===== config.mk =====
export PLATFORM = sky130hd
export DESIGN_NAME = lc3_int_arbiter
export DESIGN_NICKNAME = d
export VERILOG_FILES = /design/src/rtl/lc3_int_arbiter.sv
export SDC_FILE = /design/constraint.sdc
export NUM_CORES = 1
export LEC_CHECK = 0
export CORE_MARGIN = 2
export CORE_UTILIZATION = 45
export DETAILED_ROUTE_END_ITERATION = 8
export PLACE_DENSITY = 0.82
export SYNTH_ARGS = -nofsm -noshare
export SYNTH_HDL_FRONTEND = slang
export SYNTH_SLANG_ARGS = --single-unit

===== constraint.sdc =====
create_clock -name clk -period 2.4 [get_ports clk]
set_input_delay 0.48 -clock clk [delete_from_list [all_inputs] [get_ports clk]]
set_output_delay 0.48 -clock clk [all_outputs]
set_load 0.01 [all_outputs]

===== src/rtl/lc3_int_arbiter.sv =====
// LC-3 interrupt arbiter: latches device request edges and picks the highest-priority enabled source.
// Raises INT when that source outranks PSR[10:8]. Define INT_SYNC_EN to add a 2-flop irq synchronizer.
module lc3_int_arbiter #(
   parameter int unsigned          NUM_SRC    = 4,
   parameter logic [7:0]           VEC_BASE   = 8'h80,
   parameter logic [3*NUM_SRC-1:0] PRIO_TABLE = 12'h444
) (
   input  logic               clk,
   input  logic               reset,
   input  logic [NUM_SRC-1:0] irq,
   input  logic [NUM_SRC-1:0] ie,
   input  logic [2:0]         psr_pl,
   input  logic               int_ack,
   output logic               INT,
   output logic [7:0]         INTV,
   output logic [2:0]         int_pl,
   output logic [NUM_SRC-1:0] pending
);
   localparam int unsigned IdxW = (NUM_SRC > 1) ? $clog2(NUM_SRC) : 1;

   typedef enum logic [1:0] {StIdle, StReq, StDone} state_e;

   state_e             state_q, state_d;
   logic [NUM_SRC-1:0] irq_s;
   logic [NUM_SRC-1:0] irq_q, irq_prev_q;
   logic [NUM_SRC-1:0] rise;
   logic [NUM_SRC-1:0] pending_q, pending_d;
   logic [NUM_SRC-1:0] clr;
   logic [NUM_SRC-1:0] cand;
   logic [IdxW-1:0]    gidx_q, gidx_d;
   logic [7:0]         intv_q, intv_d;
   logic [2:0]         pl_q, pl_d;
   logic               win_vld;
   logic [IdxW-1:0]    win_idx;
   logic [2:0]         win_pl;

`ifdef INT_SYNC_EN
   logic [NUM_SRC-1:0] sync1_q, sync2_q;

   always_ff @(posedge clk or posedge reset) begin
      if (reset) begin
         sync1_q <= '0;
         sync2_q <= '0;
      end else begin
         sync1_q <= irq;
         sync2_q <= sync1_q;
      end
   end

   assign irq_s = sync2_q;
`else
   assign irq_s = irq;
`endif

   // Sample, then compare against the previous sample: a rise sampled at edge N lands at N+1.
   assign rise = irq_q & ~irq_prev_q;
   assign cand = pending_q & ie;

   // Strict '>' keeps the lowest index on equal priorities.
   always_comb begin
      win_vld = 1'b0;
      win_idx = '0;
      win_pl  = '0;
      for (int i = 0; i < NUM_SRC; i++) begin
         if (cand[i] && (!win_vld || PRIO_TABLE[3*i +: 3] > win_pl)) begin
            win_vld = 1'b1;
            win_idx = IdxW'(i);
            win_pl  = PRIO_TABLE[3*i +: 3];
         end
      end
   end

   always_comb begin
      state_d = state_q;
      gidx_d  = gidx_q;
      intv_d  = intv_q;
      pl_d    = pl_q;
      clr     = '0;
      unique case (state_q)
         StIdle: begin
            if (win_vld && (win_pl > psr_pl)) begin
               state_d = StReq;
               gidx_d  = win_idx;
               intv_d  = VEC_BASE + 8'(win_idx);
               pl_d    = win_pl;
            end
         end
         StReq: begin
            // The grant is frozen; only ack or loss of eligibility ends it.
            if (int_ack) begin
               clr[gidx_q] = 1'b1;
               state_d     = StDone;
            end else if (!ie[gidx_q] || (pl_q <= psr_pl)) begin
               state_d = StIdle;
            end
         end
         StDone:  state_d = StIdle;
         default: state_d = StIdle;
      endcase
   end

   // A fresh edge in the ack cycle wins over the clear.
   assign pending_d = (pending_q & ~clr) | rise;

   always_ff @(posedge clk or posedge reset) begin
      if (reset) begin
         state_q    <= StIdle;
         irq_q      <= '0;
         irq_prev_q <= '0;
         pending_q  <= '0;
         gidx_q     <= '0;
         intv_q     <= 8'h00;
         pl_q       <= 3'b000;
      end else begin
         state_q    <= state_d;
         irq_q      <= irq_s;
         irq_prev_q <= irq_q;
         pending_q  <= pending_d;
         gidx_q     <= gidx_d;
         intv_q     <= intv_d;
         pl_q       <= pl_d;
      end
   end

   assign INT     = (state_q == StReq);
   assign INTV    = intv_q;
   assign int_pl  = pl_q;
   assign pending = pending_q;

endmodule


==> results.toml, run 1 <==
[status]
status = "finished, final reports clean"

[cells_and_area]
final_util = 0.635
num_antenna_cells = 0
final_layout_size_suffix_gt1_frac = 0.170
fin_nets = 134
syn_to_final_growth_pct = 32.0
final_design_area_no_fill_um2 = 1260
final_cell_mix = "clkdlybuf4s50_1, dfrtp_1, inv_1"
final_common_cell = "clkdlybuf4s50_1"

[clocking]
cts_buffers = 3
cts.sinks = 20
clk_pin_slew_ns = 0.10
cts_max_level = 1
holdBufCountCts = 0
cts_setup_buffers = 0
cts_buffer_depth = 2
cts.repair.resized = 0
clock-root-buffer = "clkbuf_4"
clkLatencyLatePin_ns = 0.28
cts_tree = "yes"

[detailed_routing]
routed_via_density = 4.89
routed_wl_mm = 1.69
drt_iter0_drc = 1
drc = 0
postRouteAntennaNets = 0
post_drt_wl_per_cell_um = 12.2
firstDrtPassIters = 2
vias = 680

[worst_setup_path]
critPathKind = "input pin to flip-flop"
critPathCaptureType = "flip-flop"
r2r_start = "pending[0]$_DFF_PP0_"
worst-endpoint-arrival_ns = 2.49
start_kind = "input pin"
timing.critical_path.from = "ie[0]"
cp.required_ns = 2.57
path_max_fanout = 7

[sta]
tightest_slew_ns = 0.714
hold_ws_ns = 0.386
hold_violations = 0
finalSetupViolations = 0
fmax_mhz = 432
slew_violations = 0
clock_skew_ns = 0.00197
fin_crit_sh = 0.966
slew_headroom = 0.524
finalWorstPathRequiredPeriod_ns = 2.32
rsz0062_at_grt = "false"

[synth]
yosys_warnings = 0
synth.distinct_cells = 24
synthesis.area_um2 = 953
synth_cells = 82
ys_ff_latch = 20
seq_area_frac_synth = 0.525
syn_avg_cell_area_um2 = 11.6

[flow_run]
cap_violations = 0

[grt]
first_global_vias = 698
grt_pass1_wl_mm = 2.99
use_met2 = 0.292
grt_util_met1 = 0.181
top_usage_layer = "met2"
antenna_found_initial = 0
met3_usage = 0.0182
grt-ovfl-total = 0
grt_max_degree = 21
grt_usage = 0.159

[floorplan]
die_y_um = 50.0
initial_core_util = 0.481
die_area_um2 = 2500
rows = 16
die_width_um = 50.0
core-area_um2 = 1980
ios = 30

[placement]
portBuffers = 24
place_hpwl_mm = 1.36
placed_cell_area_um2 = 1230
gp_congestion = 0.908

[pwr]
p_per_area_nw_per_um2 = 931
irDropWorstVdd_uv = 524
p_leak_nw = 0.593

[hold_path]
min-delay-start = "irq_q[0]$_DFF_PP0_"
holdCritPathClass = "flip-flop to flip-flop"
==> cell families after synthesis <==
kind of cell	count (synthesis)	synth area share
AO/OA/AOI/OAI	15	0.102
adder cells (fa/ha/maj)	6	0.0787
buffers and inverters	17	0.0945
flip-flops	20	0.525
multiplexers	6	0.0971
other	1	0.00393
AND/OR/NAND/NOR	17	0.0984
==> final cells by class <==
| class | instances | area, um2 |
|---|---|---|
| multi-input cells | 49 | 383 |
| repair buffers | 29 | 278 |
| fillers | 161 | 723 |
| flip-flops and latches | 20 | 500 |
| inverters | 11 | 41.3 |
| clock buffers | 3 | 22.5 |
| well taps | 27 | 33.8 |
==> routing by layer <==
metal | share of wire | up-vias | wire [um]
li1 | - | 330 | -
met2 | 0.51 | 23 | 870
met4 | 0.015 | 0 | 25
met1 | 0.43 | 323 | 723
met3 | 0.043 | 4 | 72
met5 | 0 | - | 0
==> worst max-delay path, stage by stage <==
cell and delay, ns:
clkdlybuf4s50_1 0.42, nand2_1 0.11, inv_1 0.07, buf_4 0.14
ha_1 0.30, a311oi_1 0.28, o211a_2 0.36, mux2_4 0.32
==> power by group <==
part / internal [W] / switching (W)
Combinational: 0.000322 / 0.000216
Sequential: 0.000416 / 0.0000723
Clock: 0.0000581 / 0.0000875
Total: 0.000796 / 0.000376
==> Yosys cell counts <==
| master | n | area share |
|---|---|---|
| a21oi_1 | 2 | 0.010 |
| o21ai_0 | 7 | 0.037 |
| o31ai_1 | 2 | 0.016 |
| mux2_4 | 4 | 0.063 |
| buf_4 | 5 | 0.039 |
| ha_1 | 6 | 0.079 |
| nand4_1 | 2 | 0.013 |
| nor2_1 | 1 | 0.0039 |
| buf_6 | 1 | 0.012 |
| mux4_2 | 1 | 0.024 |
| a311oi_1 | 1 | 0.0092 |
| mux2i_1 | 1 | 0.010 |
| or2_2 | 1 | 0.0066 |
| conb_1 | 1 | 0.0039 |
| a41o_2 | 1 | 0.012 |
| nand2b_1 | 1 | 0.0066 |
| o21a_1 | 1 | 0.0079 |
| nor2b_1 | 3 | 0.020 |
| inv_1 | 11 | 0.043 |
| nand2_1 | 6 | 0.024 |
| nand3_1 | 2 | 0.010 |
| nor2b_4 | 1 | 0.014 |
| dfrtp_1 | 20 | 0.52 |
| o211a_1 | 1 | 0.010 |
==> state kept, by name, summed over array words and instances, names as in the netlist <==
signal	count
INTV	2
int_pl	3
pending	4
irq_prev_q	4
irq_q	4
state_q	2
gidx_q	1
==> worst paths after layout <==
kind | slack (ns) | depth (start not counted) | endpoint
min in group asynchronous | 0.60 | 2 | irq_prev_q[2]$_DFF_PP0_
worst max register to register | 0.31 | 7 | INTV[1]$_DFFE_PP0P_
worst min register to register | 0.39 | 0 | irq_prev_q[0]$_DFF_PP0_
max in group asynchronous | 1.35 | 2 | INTV[1]$_DFFE_PP0P_
worst min-delay path | 0.39 | 0 | irq_prev_q[0]$_DFF_PP0_
worst max-delay path | 0.08 | 8 | INTV[1]$_DFFE_PP0P_
==> metrics by stage <==
stage / power [W] / setup TNS, ns / std cells / worst slack (ns)
after CTS: 0.00118 / 0 / 139 / 0.0190
after global routing: 0.00127 / 0 / 139 / 0.0184
after detailed placement: 0.00103 / -1.66 / 136 / -0.280
after global placement: 0.00101 / -0.815 / 136 / -0.139
final: 0.00117 / 0 / 139 / 0.0825
after floorplan: 0.000802 / 0 / 86 / 0.368
No activity file was read; power rests on OpenSTA's default activity.
==> run 2: changes to the inputs <==
--- a/config.mk
+++ b/config.mk
@@ -8,6 +8,7 @@
 export CORE_MARGIN = 2
 export CORE_UTILIZATION = 45
 export DETAILED_ROUTE_END_ITERATION = 8
+export HOLD_SLACK_MARGIN = 0.06
 export PLACE_DENSITY = 0.82
 export SYNTH_ARGS = -nofsm -noshare
 export SYNTH_HDL_FRONTEND = slang
==> results of run 2 <==
The final DEF is identical to that of run 1; final timing and power are the same.
